$ cat src/rtl/final_logic_arbiter.sv
// final_logic_arbiter: merges two VC FIFO heads onto two destination FIFOs
// with VC0 priority, a fairness override and non-blocking per-destination pause.
module final_logic_arbiter #(
    parameter int data_width = 6
) (
    input  logic                  clk,
    input  logic                  reset,
    input  logic [data_width-1:0] data_vc0,
    input  logic [data_width-1:0] data_vc1,
    input  logic                  empty_vc0,
    input  logic                  empty_vc1,
    input  logic                  pause_d0,
    input  logic                  pause_d1,
    output logic                  pop_vc0,
    output logic                  pop_vc1,
    output logic                  push_d0,
    output logic                  push_d1,
    output logic [data_width-1:0] data_out_d0,
    output logic [data_width-1:0] data_out_d1,
    output logic [7:0]            cnt_d0,
    output logic [7:0]            cnt_d1,
    output logic                  idle
);
    localparam logic [1:0] st_reset  = 2'd0;
    localparam logic [1:0] st_idle   = 2'd1;
    localparam logic [1:0] st_active = 2'd2;

    logic [1:0]            state_q, state_d;
    logic [2:0]            fair_cnt_q, fair_cnt_d;
    logic                  push_d0_q, push_d0_d, push_d1_q, push_d1_d;
    logic [data_width-1:0] data_out_d0_q, data_out_d0_d, data_out_d1_q, data_out_d1_d;
    logic [7:0]            cnt_d0_q, cnt_d0_d, cnt_d1_q, cnt_d1_d;
    logic                  idle_q, idle_d;
    logic                  run, elig0, elig1, to_d1;
    logic [data_width-1:0] win;

    always_comb begin
        run           = reset && state_q != st_reset;
        elig0         = run && !empty_vc0 && !(data_vc0[data_width-2] ? pause_d1 : pause_d0);
        elig1         = run && !empty_vc1 && !(data_vc1[data_width-2] ? pause_d1 : pause_d0);
        // VC1 wins outright when VC0 cannot go, or once VC0 has had four turns in a row
        pop_vc1       = elig1 && (!elig0 || fair_cnt_q == 3'd4);
        pop_vc0       = elig0 && !pop_vc1;
        win           = pop_vc1 ? data_vc1 : data_vc0;
        to_d1         = win[data_width-2];
        push_d0_d     = (pop_vc0 || pop_vc1) && !to_d1;
        push_d1_d     = (pop_vc0 || pop_vc1) && to_d1;
        data_out_d0_d = !reset ? '0 : push_d0_d ? win : data_out_d0_q;
        data_out_d1_d = !reset ? '0 : push_d1_d ? win : data_out_d1_q;
        cnt_d0_d      = !reset ? '0 : cnt_d0_q + 8'(push_d0_d);
        cnt_d1_d      = !reset ? '0 : cnt_d1_q + 8'(push_d1_d);
        fair_cnt_d    = (!elig1 || pop_vc1) ? 3'd0 : pop_vc0 ? fair_cnt_q + 3'd1 : fair_cnt_q;
        state_d       = !reset ? st_reset :
                        state_q == st_reset ? st_idle :
                        (elig0 || elig1) ? st_active : st_idle;
        idle_d        = reset && state_d == st_idle && empty_vc0 && empty_vc1;
    end

    always_ff @(posedge clk) begin
        state_q       <= state_d;
        fair_cnt_q    <= fair_cnt_d;
        push_d0_q     <= push_d0_d;
        push_d1_q     <= push_d1_d;
        data_out_d0_q <= data_out_d0_d;
        data_out_d1_q <= data_out_d1_d;
        cnt_d0_q      <= cnt_d0_d;
        cnt_d1_q      <= cnt_d1_d;
        idle_q        <= idle_d;
    end

    assign push_d0     = push_d0_q;
    assign push_d1     = push_d1_q;
    assign data_out_d0 = data_out_d0_q;
    assign data_out_d1 = data_out_d1_q;
    assign cnt_d0      = cnt_d0_q;
    assign cnt_d1      = cnt_d1_q;
    assign idle        = idle_q;
endmodule

$ cat config.mk
export PLATFORM = sky130hd
export DESIGN_NAME = final_logic_arbiter
export DESIGN_NICKNAME = d
export VERILOG_FILES = /design/src/rtl/final_logic_arbiter.sv
export SDC_FILE = /design/constraint.sdc
export NUM_CORES = 1
export LEC_CHECK = 0
export CELL_PAD_IN_SITES_DETAIL_PLACEMENT = 1
export CELL_PAD_IN_SITES_GLOBAL_PLACEMENT = 2
export CORE_MARGIN = 5
export CORE_UTILIZATION = 41
export CTS_BUF_LIST = sky130_fd_sc_hd__clkbuf_8
export DETAILED_ROUTE_END_ITERATION = 6
export DONT_BUFFER_PORTS = 1
export PLACE_DENSITY = 0.95
export SLEW_MARGIN = 20
export SYNTH_ARGS = -nofsm -noshare
export SYNTH_HDL_FRONTEND = slang
export SYNTH_SLANG_ARGS = --single-unit
$ cat constraint.sdc
create_clock -name clk -period 6.7 [get_ports clk]
set_input_delay 1.34 -clock clk [delete_from_list [all_inputs] [get_ports clk]]
set_output_delay 1.34 -clock clk [all_outputs]
set_load 0.005 [all_outputs]
# Word level (Yosys, flattened, before mapping)

Index checks and enable logic that the tools add are counted.

Add/subtract/negate cells: 3
Equal/unequal tests: 2
Muxes and demuxes: 6
Reduce and logical (&&, ||, !) cells: 26

Operators with widths:

| kind                | number |
|---|---|
| $add 8x1->8         | 2 |
| $logic_and 1x1->1   | 12 |
| $logic_not 1->1     | 8 |
| $mux 2              | 3 |
| $mux 6              | 1 |
| $logic_or 1x1->1    | 4 |
| $add 3x1->3 const B | 1 |
| $eq 3x3->1 const B  | 1 |
| $eq 2x1->1 const B  | 1 |
| $logic_not 2->1     | 1 |
| $mux 1              | 2 |
| $reduce_bool 2->1   | 1 |

Register bits after elaboration: 36
Output and inout bits: 33

# Longest topological paths before layout

Word-level depth: 12
Gate-level depth with buffers: 10
Mapped depth without buffers: 10

# Least setup slack after synthesis

OpenSTA, ideal clock, no wires.

Path kind: input to output
From: input port data_vc1[4]
To: output port pop_vc0
Data arrival time: 2.278 ns
Required time: 5.360 ns
Slack: 3.082 ns
Stages: 4
Path buffers: 0
Cell sequence: mux2_4 or3_1 nor2_1 nor2b_1

Cells in the longest elaborated chain, start to end: 6

RTL lines:

| item              | line | RTL |
|---|---|---|
| start, declared   | 9    | `input logic [data_width-1:0] data_vc1,` |
| $mux 1            | 40   | `elig1 = run && !empty_vc1 && !(data_vc1[data_width-2] ? pause_d1 : pause_d0);` |
| $logic_not 1->1   | 40   |  |
| $logic_and 1x1->1 | 40   |  |
| $logic_and 1x1->1 | 42   | `pop_vc1 = elig1 && (!elig0 \|\| fair_cnt_q == 3'd4);` |
| via pop_vc1       | 15   | `output logic pop_vc1,` |
| $logic_not 1->1   | 43   | `pop_vc0 = elig0 && !pop_vc1;` |
| $logic_and 1x1->1 | 43   |  |
| end, declared     | 14   | `output logic pop_vc0,` |

The timed path passes the listed nets, and every way through them passes these cells.

# Worst setup path in the final report

Ends and elaborated chain as after synthesis.

==> flow_summary.json <==
{
  "status": "finished, final reports clean",
  "tns_ps": 0,
  "syn_inst": 156,
  "hpwl_um": 3130,
  "totalWireLength_um": 4090,
  "post_cts_resized": 0,
  "critPathLaunch": "data_vc1[4]",
  "grt_pass1_vias": 1253,
  "grt-busiest-layer": "met2",
  "timing.final.ws_setup_ps": 2990,
  "worstSetupEndpointType": "primary output",
  "setup_viol": 0,
  "crit_fanout": 6,
  "finClkSkew_ps": 11.0,
  "place_congestion": 0.756,
  "grt_max_degree": 23,
  "layout-drive-gt1-share_pct": 8.81,
  "avgRoutedWirePerCell_um": 19.8,
  "dr.pass1.iters": 4,
  "rows": 22,
  "p_total_mw": 0.407,
  "cts_tree": "done",
  "yosys-top-cells-area": "dfxtp_1 (46%), a221oi_1 (5.6%), a311oi_1 (5.6%)",
  "clk_pin_slew_ps": 70,
  "fmax_mhz": 269,
  "fin_crit_sh_pct": 55.4,
  "n_antenna_cell": 0,
  "maxCapViolCount": 0,
  "finalMaxSlewViolations": 0,
  "crit_path_start_kind": "input port",
  "min_period_ps": 3710,
  "powerDensity_nw_per_um2": 242,
  "start_util_pct": 42.6,
  "worst_slew_pin_slew_ps": 876,
  "synth_ff_type": "dfxtp_1",
  "ctsHoldBuffers": 0,
  "cts_max_level": 2,
  "port_buffers": 0,
  "arrival_ps": 2370,
  "rsz0062_at_grt": "false",
  "relSlewSlack_pct": 41.5,
  "core_area_um2": 3660,
  "synth_cell_types": 29,
  "ios": 51,
  "use_met3_pct": 8.13,
  "synth_top_area_share_pct": 46.2,
  "cts.sinks": 36,
  "finalHoldViolations": 0,
  "final_core_util_pct": 46.0,
  "die_h_um": 71.7,
  "dp_slack_ps": 2980,
  "p_leak_nw": 0.637,
  "cts_setup_buffers": 0,
  "fp.dieW_um": 71.7,
  "synth_edf_count": 0,
  "syn2layout_area_growth_pct": 8.02,
  "cts-root-buf": "clkbuf_8",
  "yosys_warnings": 0,
  "yosys_register_bits": 36,
  "avgSynthCellArea_um2": 10.0,
  "ant_nets": 0,
  "peakVddDrop_v": 0.0000987,
  "route.detailed.drc": 0,
  "hold_class": "reg2reg",
  "antenna_found_initial": 0,
  "clockBufferDepth": 2,
  "vias": 1252,
  "overflow": 0,
  "use_met2_pct": 26.1,
  "fp.dieArea_um2": 5140,
  "via_per_inst": 6.05,
  "async_flop_share_pct": 0,
  "final_nets": 182,
  "ys_seq_area_share_pct": 46.2,
  "track_usage_pct": 16.4,
  "cts_buffers": 5,
  "yosysMostFrequentCell": "dfxtp_1",
  "synth_common_cells": "dfxtp_1 (36), nor2_1 (20), nand3_1 (13), a221oi_1 (10), a311oi_1 (10)",
  "drt-initial-drc-count": 88,
  "use_met1_pct": 19.1,
  "r2r-start": "fair_cnt_q[0]",
  "cp.required_ps": 5360,
  "syn_area_um2": 1560,
  "yosysTopAreaCell": "dfxtp_1",
  "syn_nets": 180,
  "critPathKind": "in2out",
  "min-delay-start": "data_out_d0[4]",
  "grt_first_pass_wirelength_um": 6490,
  "insertion_delay_ps": 280
}
[layout by cell type, fill, tap and decap left out, types with 2 or more instances in the layout]
cell,instances
a21oi_1,2
inv_1,4
nand3_1,13
a221oi_1,10
and2_1,5
dfxtp_1,36
o21ai_0,5
ha_1,6
o21a_1,3
clkinv_2,2
nor2_1,20
xnor2_1,4
a22o_4,2
a311oi_1,10
mux2i_1,2
nand2_1,4
clkbuf_8,6
and3_1,6
nor2b_1,3
xor2_1,8
[state kept, by name, indices dropped and copies added, names as in the netlist]
signal / cells
fair_cnt_q: 3
push_d1: 1
cnt_d1: 8
push_d0: 1
idle: 1
data_out_d1: 6
cnt_d0: 8
state_q: 2
data_out_d0: 6
[worst max-delay path, cell delays in order]
cell and delay [ps]:
mux2_4 310, or3_1 430, nor2_1 200, nor2b_1 90
[worst paths after layout]
path	to	slack, ps	cells past startpoint
setup / recovery	pop_vc0	2990	4
hold / removal	data_out_d0[4]	480	2
setup reg to reg	cnt_d1[7]	4020	10
hold reg to reg	data_out_d0[4]	480	2
[kinds of logic (layout without fill, tap and decap cells)]
group / Yosys count / after routing / share of synthesized area (%)
adders and majority gates: 6 / 6 / 4.81
buffers and inverters: 9 / 12 / 2.73
xor gates and xnor gates: 12 / 12 / 6.74
DFF: 36 / 36 / 46.2
AOI/OAI and AO/OA: 35 / 35 / 19.6
and+or+nand+nor: 55 / 55 / 17.6
muxes: 3 / 3 / 2.25
[power breakdown]
part | switching, mW | total, mW | internal (mW)
sequential | 0.00388 | 0.223 | 0.219
clock | 0.0737 | 0.156 | 0.0820
combinational | 0.0189 | 0.0290 | 0.0101
[metal layers]
layer	routed length, um	up-vias	share of wire (%)
li1	-	584	-
met1	1590	605	39
met2	2090	57	51
met3	369	6	9.0
met4	39	0	0.95
met5	0	-	0
[stage by stage]
stage | instance area, um2 | cells | hold slack (ps)
6_report | 1690 | 207 | 477
5_1_grt | 1690 | 207 | 513
4_1_cts | 1690 | 207 | 492
3_5_place_dp | 1590 | 199 | 482
3_3_place_gp | 1590 | 199 | 436
2_1_floorplan | 1560 | 156 | 425
[final cells by class]
cell class                 count  area [um2]
fill                         425        1980
multi-input combinational    111         797
clock buffer                   6        82.6
inverter                       4        15.0
tap                           48        60.1
clock inverter                 2        10.0
sequential                    36         721
No activity file was read; power rests on OpenSTA's default activity.
